$ cat config.mk
export PLATFORM = sky130hd
export DESIGN_NAME = board_reveal_ctrl
export DESIGN_NICKNAME = d
export VERILOG_FILES = /design/src/rtl/board_reveal_ctrl.sv
export SDC_FILE = /design/constraint.sdc
export NUM_CORES = 1
export LEC_CHECK = 0
export ABC_AREA = 0
export CAP_MARGIN = 15
export CORE_UTILIZATION = 45
export DETAILED_ROUTE_END_ITERATION = 8
export MAX_ROUTING_LAYER = met4
export PLACE_DENSITY = 0.65
export SLEW_MARGIN = 20
export SYNTH_ARGS = -nofsm -noshare
export SYNTH_HDL_FRONTEND = slang
export SYNTH_SLANG_ARGS = --single-unit
$ cat constraint.sdc
create_clock -name clk -period 16.2 [get_ports clk]
set_input_delay 4.05 -clock clk [delete_from_list [all_inputs] [get_ports clk]]
set_output_delay 4.05 -clock clk [all_outputs]
set_load 0.005 [all_outputs]
$ cat src/rtl/board_reveal_ctrl.sv
// rtl/board_reveal_ctrl.sv - 5x5 board reveal controller: mine map, neighbour count, win/loss tracking
// Optional cell flagging is compiled in with BOARD_FLAG_EN.
module board_reveal_ctrl #(
  parameter int N_ROWS  = 5,
  parameter int N_COLS  = 5,
  parameter int N_CELLS = N_ROWS * N_COLS
) (
  input  logic               clk,
  input  logic               rst,
  input  logic               start,
  input  logic [N_CELLS-1:0] mine_map,
  input  logic [4:0]         cell_idx,
  input  logic               cell_sel,
`ifdef BOARD_FLAG_EN
  input  logic               flag_sel,
  output logic [N_CELLS-1:0] flagged,
`endif
  output logic [N_CELLS-1:0] revealed,
  output logic [3:0]         adj_count,
  output logic               reveal_done,
  output logic               dup_sel,
  output logic [4:0]         revealed_count,
  output logic               game_won,
  output logic               game_lost,
  output logic [2:0]         state_o
);

  typedef enum logic [2:0] {
    S_IDLE = 3'd0,
    S_PLAY = 3'd1,
    S_EVAL = 3'd2,
    S_WON  = 3'd3,
    S_LOST = 3'd4,
    S_FLAG = 3'd5
  } state_t;

  state_t             state_q, state_d;
  logic [N_CELLS-1:0] mines_q, mines_d;
  logic [N_CELLS-1:0] revealed_q, revealed_d;
  logic [3:0]         adj_q, adj_d;
  logic [4:0]         rcount_q, rcount_d;
  logic [4:0]         safe_q, safe_d;
  logic [4:0]         pos_q, pos_d;
  logic               cell_sel_q, cell_sel_d;
  logic               done_q, done_d;
  logic               dup_q, dup_d;
  logic               req, idx_ok;
  logic [4:0]         pos_in;
`ifdef BOARD_FLAG_EN
  logic [N_CELLS-1:0] flagged_q, flagged_d;
  logic               flag_sel_q, flag_sel_d;
  logic               flag_req;
`endif

  // Neighbours are bounded by row and column separately so row ends never wrap.
  function automatic logic [3:0] count_adj(input logic [N_CELLS-1:0] map, input logic [4:0] pos);
    logic [3:0] cnt;
    logic [4:0] nb;
    int         r, c;
    cnt = '0;
    r   = int'(pos) / N_COLS;
    c   = int'(pos) % N_COLS;
    for (int dr = -1; dr <= 1; dr++) begin
      for (int dc = -1; dc <= 1; dc++) begin
        if (!(dr == 0 && dc == 0) && (r + dr) >= 0 && (r + dr) < N_ROWS &&
            (c + dc) >= 0 && (c + dc) < N_COLS) begin
          nb = 5'((r + dr) * N_COLS + (c + dc));
          if (map[nb]) cnt = cnt + 4'd1;
        end
      end
    end
    return cnt;
  endfunction

  always_comb begin
    state_d    = state_q;
    mines_d    = mines_q;
    revealed_d = revealed_q;
    adj_d      = adj_q;
    rcount_d   = rcount_q;
    safe_d     = safe_q;
    pos_d      = pos_q;
    done_d     = 1'b0;
    dup_d      = 1'b0;
    cell_sel_d = cell_sel;
    req        = cell_sel & ~cell_sel_q;
    idx_ok     = (cell_idx >= 5'd1) && (int'(cell_idx) <= N_CELLS);
    pos_in     = cell_idx - 5'd1;
`ifdef BOARD_FLAG_EN
    flagged_d  = flagged_q;
    flag_sel_d = flag_sel;
    flag_req   = flag_sel & ~flag_sel_q;
`endif

    if (start) begin
      mines_d    = mine_map;
      revealed_d = '0;
      rcount_d   = '0;
      adj_d      = '0;
      safe_d     = 5'(N_CELLS - $countones(mine_map));
      state_d    = (safe_d == 5'd0) ? S_WON : S_PLAY;
`ifdef BOARD_FLAG_EN
      flagged_d  = '0;
`endif
    end else begin
      case (state_q)
        S_PLAY: begin
          if (req && idx_ok) begin
`ifdef BOARD_FLAG_EN
            if (!flagged_q[pos_in]) begin
              pos_d   = pos_in;
              state_d = S_EVAL;
            end
`else
            pos_d   = pos_in;
            state_d = S_EVAL;
`endif
          end
`ifdef BOARD_FLAG_EN
          else if (flag_req && idx_ok && !revealed_q[pos_in]) begin
            pos_d   = pos_in;
            state_d = S_FLAG;
          end
`endif
        end
        S_EVAL: begin
          if (revealed_q[pos_q]) begin
            dup_d   = 1'b1;
            state_d = S_PLAY;
          end else if (mines_q[pos_q]) begin
            revealed_d[pos_q] = 1'b1;
            done_d            = 1'b1;
            state_d           = S_LOST;
          end else begin
            revealed_d[pos_q] = 1'b1;
            rcount_d          = rcount_q + 5'd1;
            adj_d             = count_adj(mines_q, pos_q);
            done_d            = 1'b1;
            state_d           = (rcount_d == safe_q) ? S_WON : S_PLAY;
          end
        end
`ifdef BOARD_FLAG_EN
        S_FLAG: begin
          flagged_d[pos_q] = ~flagged_q[pos_q];
          state_d          = S_PLAY;
        end
`endif
        default: ;
      endcase
    end
  end

  always_ff @(posedge clk or negedge rst) begin
    if (!rst) begin
      state_q    <= S_IDLE;
      mines_q    <= '0;
      revealed_q <= '0;
      adj_q      <= '0;
      rcount_q   <= '0;
      safe_q     <= '0;
      pos_q      <= '0;
      cell_sel_q <= 1'b0;
      done_q     <= 1'b0;
      dup_q      <= 1'b0;
`ifdef BOARD_FLAG_EN
      flagged_q  <= '0;
      flag_sel_q <= 1'b0;
`endif
    end else begin
      state_q    <= state_d;
      mines_q    <= mines_d;
      revealed_q <= revealed_d;
      adj_q      <= adj_d;
      rcount_q   <= rcount_d;
      safe_q     <= safe_d;
      pos_q      <= pos_d;
      cell_sel_q <= cell_sel_d;
      done_q     <= done_d;
      dup_q      <= dup_d;
`ifdef BOARD_FLAG_EN
      flagged_q  <= flagged_d;
      flag_sel_q <= flag_sel_d;
`endif
    end
  end

  assign revealed       = revealed_q;
  assign adj_count      = adj_q;
  assign reveal_done    = done_q;
  assign dup_sel        = dup_q;
  assign revealed_count = rcount_q;
  assign game_won       = (state_q == S_WON);
  assign game_lost      = (state_q == S_LOST);
  assign state_o        = state_q;
`ifdef BOARD_FLAG_EN
  assign flagged        = flagged_q;
`endif

endmodule

==> reports/qor.csv <==
metric,value,unit
insertion_delay,360,ps
period_minus_slack,11510,ps
antenna_found_initial,0,
syn2layout_area_growth,14.4,%
worstHoldStart,adj_count[1],
yosysWarnings,0,
postSynthNetCount,1047,
boundaryPins,75,
critPathTopFamily,adder cells,
grt_max_degree,64,
crit_slowest_cell,or3_1,
setup_viol_count_final,0,
layout_common_cells,"85 x inv_1, 74 x ha_1, 74 x dfrtp_1",
reg2regPathDepth,46,
fin_skew,9.25,ps
path_buf_inv,6,
slew_viol_final,0,
r2r_start,pos_q[0],
start_util,0.458,
place_ws,4830,ps
hp-class,register to register,
hold_viol_final,0,
fin_ws,4690,ps
grt_pass1_wl,37100,um
core,18700,um2
finalSetupTns,0,ps
drc,0,
synth.distinct_cells,94,
fin_hold_ws,486,ps
vias,7273,
die_area,19600,um2
die_y,140,um
antenna_cells,0,
critPathArrivalTime,11800,ps
postCtsSetupBuffers,0,
rsz0062_at_grt,no,
io_buffers,74,
clock.fmax,86.9,MHz
path_depth,46,
ant_nets,0,
cts_made_buffers,9,
final_nets,1103,
cp.required,16490,ps
cp_slowest_stage_delay,520,ps
grt_usage,0.249,
ys_seq_area_frac,0.219,
cts.sinks,75,
clockRootBuffer,clkbuf_16,
first_pass_iters,5,
crit_path_end_kind,register,
ctsHtreeMaxLevel,3,
synth-edff-count,0,
worstMarginPinSlew,941,ps
clockBufferDepth,2,
cts_hold_buf,0,
ys_ff_latch,75,
avgRoutedWirePerCell,18.7,um
hold_path_depth,2,
die_w,140,um
ctsResizeCount,0,
async_reset_ff_frac,1.00,
hpwl,17700,um
drive_above_1_share,0.117,
grt_pass1_vias,6970,
critPathKind,register to register,
status,completed,
critPathMaxFanout,40,
syn-cell-area,8570,um2
post-route-period-util,0.711,
dr.first_iter.drc_count,510,
via_per_inst,6.00,
synthFlopType,dfrtp_1,
syn_inst,917,
drt-total-wl,22700,um
num_rows,50,
cp-start-kind,register,
gp_congestion,0.918,
cp-startpoint,pos_q[0],
grt_overflow,0,
final_common_cell,inv_1,
tritoncts,yes,
maxCapViolCount,0,
cp_common_cell,ha_1,
clk_pin_slew_worst_paths,70,ps
utilization,0.524,
slew_headroom,0.371,
syn_avg_cell_area,9.35,um2
-- flip-flops by register name (all words and copies together) (netlist names) --
signal,cells
state_o,3
reveal_done,1
revealed_count,5
cell_sel_q,1
adj_count,4
dup_sel,1
pos_q,5
safe_q,5
revealed,25
mines_q,25
-- through the flow --
stage / instance area (um2) / cells
final: 9800 / 1212
after global routing: 9800 / 1212
after CTS: 9800 / 1212
after detailed placement: 9480 / 1196
after global placement: 9480 / 1196
after floorplan: 8570 / 917
-- path summary, 6_finish.rpt --
check	endpoint	slack [ps]
worst max-delay path	adj_count[3]	4690
worst min-delay path	adj_count[1]	490
worst max register to register	adj_count[3]	4690
worst min register to register	adj_count[1]	490
max in group asynchronous	pos_q[0]	11590
min in group asynchronous	mines_q[13]	3530
-- cells by family (layout without fill, tap and decap cells) --
logic type      Yosys count  in the layout  synth area share
simple gates            242            242             0.148
compound gates          195            195             0.160
buf+inv                 126            187            0.0590
mux                     106            106             0.162
fa+ha+maj               100            100             0.164
flops                    75             75             0.219
xor+xnor                 73             73            0.0875
-- routing by layer --
layer	vias to the layer above	share of wire	GRT usage
met1	3578	0.45	0.322
met5	-	0	-
met3	44	0.050	0.0441
met4	0	0.026	0.0868
li1	3440	-	-
met2	211	0.47	0.391
-- cells in the mapped netlist (all sizes together) (16+ instances only) --
master,count,share of area
inv,89,0.039
ha,74,0.11
nand3,18,0.012
xor2,24,0.025
nor2,50,0.022
fa,22,0.051
o21ai,36,0.022
mux4,23,0.060
mux2,34,0.045
mux2i,49,0.057
a21oi,41,0.024
nor3,27,0.016
o2bb2ai,26,0.027
clkbuf,20,0.0088
dfrtp,75,0.22
buf,16,0.011
a21o,16,0.014
xnor2,43,0.046
nand2,67,0.029
-- worst register-to-register path, delay by kind of cell (launching register included) --
kind	cells	cell delay, ps
compound gates	11	2060
mux	2	620
fa+ha+maj	11	3680
buf+inv	6	1480
flops	1	340
xor+xnor	2	390
simple gates	14	2860
-- final cells by class --
| class | instances | area (um2) |
|---|---|---|
| fillers | 1673 | 8900 |
| multi-input cells | 716 | 6190 |
| flip-flops and latches | 75 | 1880 |
| repair buffers | 81 | 786 |
| inverters | 90 | 338 |
| well taps | 234 | 293 |
| clock buffers | 9 | 225 |
| clock inverters | 7 | 93.8 |
Power is left out: the tool's default activity adds up to more than one toggle a clock period on the data nets, which glitch-free logic cannot reach.
